===== src/rtl/hdmi_source_scheduler.sv =====
// Pixel source scheduler for the HDMI transceiver: picks test pattern, camera A,
// camera B or side-by-side per pixel, and switches display mode only at frame boundaries.
module hdmi_source_scheduler #(
  parameter int unsigned H_ACTIVE = 640,
  parameter int unsigned V_ACTIVE = 480,
  parameter int unsigned SPLIT_X  = 320,
  parameter int unsigned SPLIT_Y  = 240,
  parameter int unsigned CNT_W    = 26
) (
  input  logic             pixclk,
  input  logic             rst_n,
  input  logic [CNT_W-1:0] cntX,
  input  logic [CNT_W-1:0] cntY,
  input  logic [1:0]       mode_req,
  input  logic             mode_req_valid,
  output logic             mode_req_ready,
  output logic [1:0]       mode_cur,
  output logic             frame_start,
  input  logic [23:0]      src_a_data,
  input  logic             src_a_valid,
  output logic             src_a_rd,
  input  logic [23:0]      src_b_data,
  input  logic             src_b_valid,
  output logic             src_b_rd,
  input  logic             underflow_clr,
  output logic [15:0]      underflow_cnt,
  output logic [7:0]       red,
  output logic [7:0]       green,
  output logic [7:0]       blue,
  output logic             dbg_pending
);

  localparam logic [CNT_W-1:0] H_LIM  = CNT_W'(H_ACTIVE);
  localparam logic [CNT_W-1:0] V_LIM  = CNT_W'(V_ACTIVE);
  localparam logic [CNT_W-1:0] X_EDGE = CNT_W'(SPLIT_X);
  localparam logic [CNT_W-1:0] Y_EDGE = CNT_W'(SPLIT_Y);
  localparam logic [23:0]      MAGENTA = 24'hFF00FF;

  typedef enum logic {
    IDLE    = 1'b0,
    PENDING = 1'b1
  } state_t;

  state_t      state_q, state_d;
  logic [1:0]  pend_q, pend_d;
  logic [1:0]  mode_q, mode_d;
  logic        origin_prev_q;
  logic        fs_q;
  logic [23:0] pix_q, pix_d;
  logic [15:0] ucnt_q, ucnt_d;

  logic        at_origin, boundary, active, left_half;
  logic [1:0]  mode_eff;
  logic        sel_a, sel_b, starved;
  logic [23:0] pattern;

  assign at_origin = (cntX == '0) && (cntY == '0);
  assign boundary  = at_origin && !origin_prev_q;
  assign active    = (cntX < H_LIM) && (cntY < V_LIM);
  assign left_half = (cntX < X_EDGE);

  // Handshake: a request transfers on any cycle with mode_req_valid && mode_req_ready;
  // ready stays low while the accepted mode waits for the next frame boundary.
  always_comb begin
    state_d        = state_q;
    pend_d         = pend_q;
    mode_d         = mode_q;
    mode_req_ready = (state_q == IDLE);
    case (state_q)
      IDLE: begin
        if (mode_req_valid) begin
          pend_d  = mode_req;
          state_d = PENDING;
        end
      end
      PENDING: begin
        if (boundary) begin
          mode_d  = pend_q;
          state_d = IDLE;
        end
      end
      default: state_d = IDLE;
    endcase
  end

  // The first pixel of a frame already uses the mode that takes over at this boundary.
  assign mode_eff = ((state_q == PENDING) && boundary) ? pend_q : mode_q;

  always_comb begin
    sel_a = (mode_eff == 2'd1) || ((mode_eff == 2'd3) && left_half);
    sel_b = (mode_eff == 2'd2) || ((mode_eff == 2'd3) && !left_half);
  end

  assign src_a_rd = active && sel_a && src_a_valid;
  assign src_b_rd = active && sel_b && src_b_valid;
  assign starved  = active && ((sel_a && !src_a_valid) || (sel_b && !src_b_valid));

  always_comb begin
    if (cntY < Y_EDGE) pattern = left_half ? 24'hFF0000 : 24'h00FF00;
    else               pattern = left_half ? 24'h0000FF : 24'hFFFFFF;
  end

  always_comb begin
    pix_d = '0;
    if (active) begin
      if (sel_a)      pix_d = src_a_valid ? src_a_data : MAGENTA;
      else if (sel_b) pix_d = src_b_valid ? src_b_data : MAGENTA;
      else            pix_d = pattern;
    end
  end

  always_comb begin
    ucnt_d = ucnt_q;
    if (underflow_clr)                      ucnt_d = '0;
    else if (starved && ucnt_q != 16'hFFFF) ucnt_d = ucnt_q + 16'd1;
  end

  always_ff @(posedge pixclk or negedge rst_n) begin
    if (!rst_n) begin
      state_q       <= IDLE;
      pend_q        <= '0;
      mode_q        <= '0;
      origin_prev_q <= 1'b0;
      fs_q          <= 1'b0;
      pix_q         <= '0;
      ucnt_q        <= '0;
    end else begin
      state_q       <= state_d;
      pend_q        <= pend_d;
      mode_q        <= mode_d;
      origin_prev_q <= at_origin;
      fs_q          <= boundary;
      pix_q         <= pix_d;
      ucnt_q        <= ucnt_d;
    end
  end

  assign mode_cur      = mode_q;
  assign frame_start   = fs_q;
  assign underflow_cnt = ucnt_q;
  assign red           = pix_q[23:16];
  assign green         = pix_q[15:8];
  assign blue          = pix_q[7:0];
  assign dbg_pending   = (state_q == PENDING);

endmodule


===== config.mk =====
export PLATFORM = sky130hd
export DESIGN_NAME = hdmi_source_scheduler
export DESIGN_NICKNAME = d
export VERILOG_FILES = /design/src/rtl/hdmi_source_scheduler.sv
export SDC_FILE = /design/constraint.sdc
export NUM_CORES = 1
export LEC_CHECK = 0
export ABC_AREA = 1
export CORE_MARGIN = 4
export CORE_UTILIZATION = 36
export CTS_BUF_LIST = sky130_fd_sc_hd__clkbuf_8
export CTS_CLUSTER_SIZE = 40
export DETAILED_ROUTE_END_ITERATION = 16
export PLACE_DENSITY = 0.84
export SETUP_SLACK_MARGIN = 0.02
export SLEW_MARGIN = 40
export SYNTH_ARGS = -nofsm -noshare
export SYNTH_HDL_FRONTEND = slang
export SYNTH_SLANG_ARGS = --single-unit

===== constraint.sdc =====
create_clock -name pixclk -period 2.2 [get_ports pixclk]
set_input_delay 0.44 -clock pixclk [delete_from_list [all_inputs] [get_ports pixclk]]
set_output_delay 0.44 -clock pixclk [all_outputs]
set_load 0.01 [all_outputs]

## Word level (Yosys, flattened, before mapping)

Index checks and enable logic that the tools add are counted.

- Flip-flop bits (word level): 47
- Bits of input ports: 108
- Output and inout port bits: 47
- Word-level logic and storage cells: 57

- Add/subtract/negate cells: 1
- Magnitude comparators: 4
- Equality and inequality tests: 4
- Mux-type cells: 14
- Bitwise operators: 1
- Reduce and logical (&&, ||, !) cells: 26

Operators by type and width:

| kind | count |
|---|---|
| 2-to-1 mux 24 bit | 8 |
| zero test 26 bit | 2 |
| less-than comparator 26 x 9 -> 1 bit, second input constant | 2 |
| 2-to-1 mux 16 bit | 2 |
| less-than comparator 26 x 10 -> 1 bit, second input constant | 1 |
| less-than comparator 26 x 8 -> 1 bit, second input constant | 1 |
| adder 16 x 1 -> 16 bit, second input constant | 1 |
| inequality test 16 bit, second input constant | 1 |
| logical AND 1 bit | 14 |
| equality test 2 bit, second input constant | 2 |
| zero test 1 bit | 4 |
| AND reduction 2 bit | 2 |
| logical OR 1 bit | 3 |
| equality test 2 x 1 -> 1 bit, second input constant | 1 |
| 2-to-1 mux 1 bit | 2 |
| 2-to-1 mux 2 bit | 1 |
| one-hot mux 1 bit (2 select lines) | 1 |
| nonzero test 2 bit | 1 |
| inverter 1 bit | 1 |

## Longest topological paths before layout

- Depth in word-level cells: 14
- Depth in mapped cells: 17
- Gate-level depth less buffers: 16

## Worst setup path after synthesis

OpenSTA, ideal clock, no wires.

- Path type: in2out
- Start point: in cntX[6]
- End point: out src_b_rd
- Arrival time: 1.898 ns
- Required time: 1.760 ns
- Slack: -0.138 ns
- Cell stages on the path: 12
- Buffers on the path: 0
- Cell sequence: or2_1 -> nor2_1 -> nand2_1 -> nor2_2 -> nand4_1 -> nand2_1 -> nand2_1 -> inv_2 -> nand2_2 -> nor2_1 -> clkinv_1 -> nor2_1

- Longest elaborated chain between the ends: 10
- Elaborated cells on any way between the ends: 15
- Classes of those cells: 2 x order compare; 2 x eq/ne; 1 x mux; 10 x reduce/logical

Ends and longest elaborated chain:

| item | RTL line | source |
|---|---|---|
| from (decl) | 12 | `input logic [CNT_W-1:0] cntX,` |
| branches (longest 8 deep; another with less-than comparator 26 x 9 -> 1 bit) | - |  |
| logical AND 1 bit (*) (2 in a row) | 95 | `assign src_b_rd = active && sel_b && src_b_valid;` |
| to (decl) | 24 | `output logic src_b_rd,` |

Mark *: on every way between the ends.

## Worst setup path after layout

- Start point: in cntX[16]
- End point: out src_a_rd

- Longest elaborated chain between the ends: 10
- Elaborated cells on any way between the ends: 14
- Classes of those cells: 2 x order compare; 2 x eq/ne; 1 x mux; 9 x reduce/logical

Ends and longest elaborated chain:

| item | RTL line | source |
|---|---|---|
| branches (longest 8 deep; another with less-than comparator 26 x 9 -> 1 bit) | - |  |
| logical AND 1 bit (*) (2 in a row) | 94 | `assign src_a_rd = active && sel_a && src_a_valid;` |
| to (decl) | 21 | `output logic src_a_rd,` |

Marked as above.

==> results_dict.tcl <==
set metrics [dict create \
    antenna_cells 0 \
    r2r_start "underflow_cnt[0]" \
    reg2reg_to "underflow_cnt[12]" \
    ys_types 34 \
    setup_slack_ns -0.237 \
    worst_pin_slew_ns 0.560 \
    cts.sinks 47 \
    ios 155 \
    grt_max_degree 33 \
    failed_checks "setup timing" \
    grt_pass1_vias 3626 \
    portBuffers 154 \
    maxSlewViolCount 0 \
    synth.most_common_cell "nand2_1" \
    crit_path_start "cntX[16]" \
    worstSetupPathType "primary input to output port" \
    cts-root-buf "clkbuf_8" \
    fin_tns_setup_ns -0.439 \
    cts_hold_buf 0 \
    dr.pass1.iters 4 \
    synth-compound-area-share_pct 7.11 \
    avgRoutedWirePerCell_um 14.4 \
    vdd_drop_max_mv 0.241 \
    worst_clock_skew_ns 0.00435 \
    dpl.cell_count 679 \
    yosys.area_share.simple_pct 40.2 \
    synthArstFlopShare_pct 100 \
    h-tree-depth 2 \
    synth_edf_count 0 \
    synthTopCellsByCount "nand2_1, nor2_1, dfrtp_1, nand3_1, inv_1" \
    grt_remaining_overflow 0 \
    start_kind "primary input" \
    track_usage_pct 20.6 \
    synth_top_family_by_area "simple AND/OR/NAND/NOR gates" \
    fin_crit_sh_pct 111 \
    dieArea_um2 9410 \
    place.gp.congestion 0.900 \
    post-route-min-period_ns 2.44 \
    nets 702 \
    hold_class "primary input to async pin" \
    dpl.hpwl_um 7680 \
    clkTransAtPathRegs_ns 0.09 \
    endpoint "src_a_rd" \
    syn_to_final_growth_pct 74.2 \
    drtIter0Drc 166 \
    slew_headroom_pct 62.7 \
    endpoint_kind "output port" \
    yosys-top-cells-area "dfrtp_1, nand2_1, nor2_1" \
    synth.top_cell.area_share_pct 41.2 \
    drv_cap 0 \
    start_util_pct 36.9 \
    drive_above_1_share_pct 20.9 \
    grt_setup_unrepaired "true" \
    netlist_instances 394 \
    ff2ff_path_depth 10 \
    setup_viol 2 \
    synthFlopType "dfrtp_1" \
    postRouteAntennaNets 0 \
    drc 0 \
    status "finished, violations left" \
    finalHoldViolations 0 \
    cp.required_ns 1.76 \
    syn_area_um2 2850 \
    yosysTopAreaCell "dfrtp_1" \
    routed_wl_um 9980 \
    filler_cell_count 631 \
    powerDensity_nw_per_um2 341 \
    ys_seq_area_share_pct 41.2 \
    clockBufferDepth 2 \
    crit_fanout 3 \
    antenna_found_initial 0 \
    p_leak_uw 0.00238 \
    rrSetupSlack_ns 0.35 \
    final_cells 695 \
    syn_area_per_cell_um2 7.24 \
    cts_tree "yes" \
    muxShareOfSynthArea_pct 0.395 \
    routed_via_density 4.94 \
    synth_warnings 0 \
    grt_first_pass_wirelength_um 16200 \
    rows 32 \
    fmax_mhz 410 \
    dr_total_vias 3434 \
    ys_ff_latch 47 \
    worst_skew_pair.late_latency_ns 0.29 \
    syn-num-nets 503 \
    die_h_um 97.0 \
    core_um2 7730 \
    cts_made_buffers 5 \
    cp.arrival_ns 2.00 \
    synth_fa_ha_area_share_pct 0.439 \
    place_ws_ns -1.02 \
    die_x_um 97.0 \
    synthXorXnorAreaFrac_pct 4.30 \
]
-- per-stage QoR --
step                util, %  hold slack [ns]  power (uW)  cell area [um2]
floorplan                 -            0.144         948             2860
global placement       61.5            0.467        1190             4750
detailed placement     61.5            0.470        1190             4750
CTS                    63.7            0.145        1710             4920
global route           64.3            0.170        1780             4970
finish                 64.3            0.130        1700             4970
-- state kept, by name (all words and copies together) (netlist names) --
signal / count
pend_q: 2
pix_q: 24
origin_prev_q: 1
dbg_pending: 1
underflow_cnt: 16
mode_cur: 2
frame_start: 1
-- layout make-up --
| type | count | area (um2) | share of cell area, % |
|---|---|---|---|
| Timing Repair Buffer | 202 | 1820 | 36.7 |
| Inverter | 32 | 121 | 2.44 |
| Tap cell | 102 | 128 | 2.57 |
| Multi-Input combinational cell | 305 | 1630 | 32.9 |
| Clock buffer | 6 | 82.6 | 1.66 |
| Clock inverter | 1 | 5.00 | 0.101 |
| Sequential cell | 47 | 1180 | 23.7 |
-- cells by family after synthesis --
logic type,count (synthesis)
buf+inv,42
mux,1
xor+xnor,14
fa+ha+maj,1
flops,47
simple gates,250
compound gates,39
-- worst min-delay path by stage --
stage                from                 to  cells past startpoint
finish              rst_n  underflow_cnt[13]                      1
floorplan           rst_n        dbg_pending                      0
CTS                 rst_n  underflow_cnt[11]                      1
detailed placement  rst_n   underflow_cnt[3]                      1
global placement    rst_n   underflow_cnt[3]                      1
global route        rst_n          pix_q[13]                      1
-- timing repair --
item                                    in CTS  in global routing
endpoints found under the setup margin      42                 42
gates resized for setup                    135                 46
gates cloned                                 0                  0
setup buffers                                9                  2
pin swaps                                   62                 38
-- report_power, final --
| group | switching [uW] | internal (uW) |
|---|---|---|
| clock | 284 | 247 |
| sequential | 0.0000000231 | 863 |
| combinational | 115 | 188 |
-- layer usage --
| metal | track usage (%) | wire, um | share of wire [%] | vias up |
|---|---|---|---|---|
| met4 | 6.16 | 196 | 2.0 | 0 |
| li1 | - | - | - | 1677 |
| met5 | 0 | 0 | 0 | - |
| met2 | 39.2 | 5370 | 54 | 164 |
| met3 | 6.20 | 905 | 9.1 | 20 |
| met1 | 21.5 | 3500 | 35 | 1573 |
-- placed cells by master, fill, tap and decap left out, drive strengths merged --
cell type        n
xor2             9
clkinv           4
nand2          102
dlygate4sd2      4
clkbuf          17
a211oi           1
inv             29
o21ai           28
nor4             3
dfrtp           47
nand4           22
clkdlybuf4s15   27
or2              3
a21oi           10
and2             2
ha               1
nor3             2
mux2             1
clkdlybuf4s50   99
buf             61
xnor2            5
nand3           34
nor2            82
-- worst max-delay path: stages --
cell             delay (ns)
clkdlybuf4s15_1        0.17
nor2_2                 0.09
nand2_1                0.09
nor2_2                 0.13
nand2_2                0.09
buf_4                  0.16
a211oi_2               0.18
buf_4                  0.18
nand2_4                0.08
nand2_4                0.08
nand3_4                0.09
nor2_8                 0.11
buf_6                  0.11
Note: power is estimated with default switching activity, not from simulation.
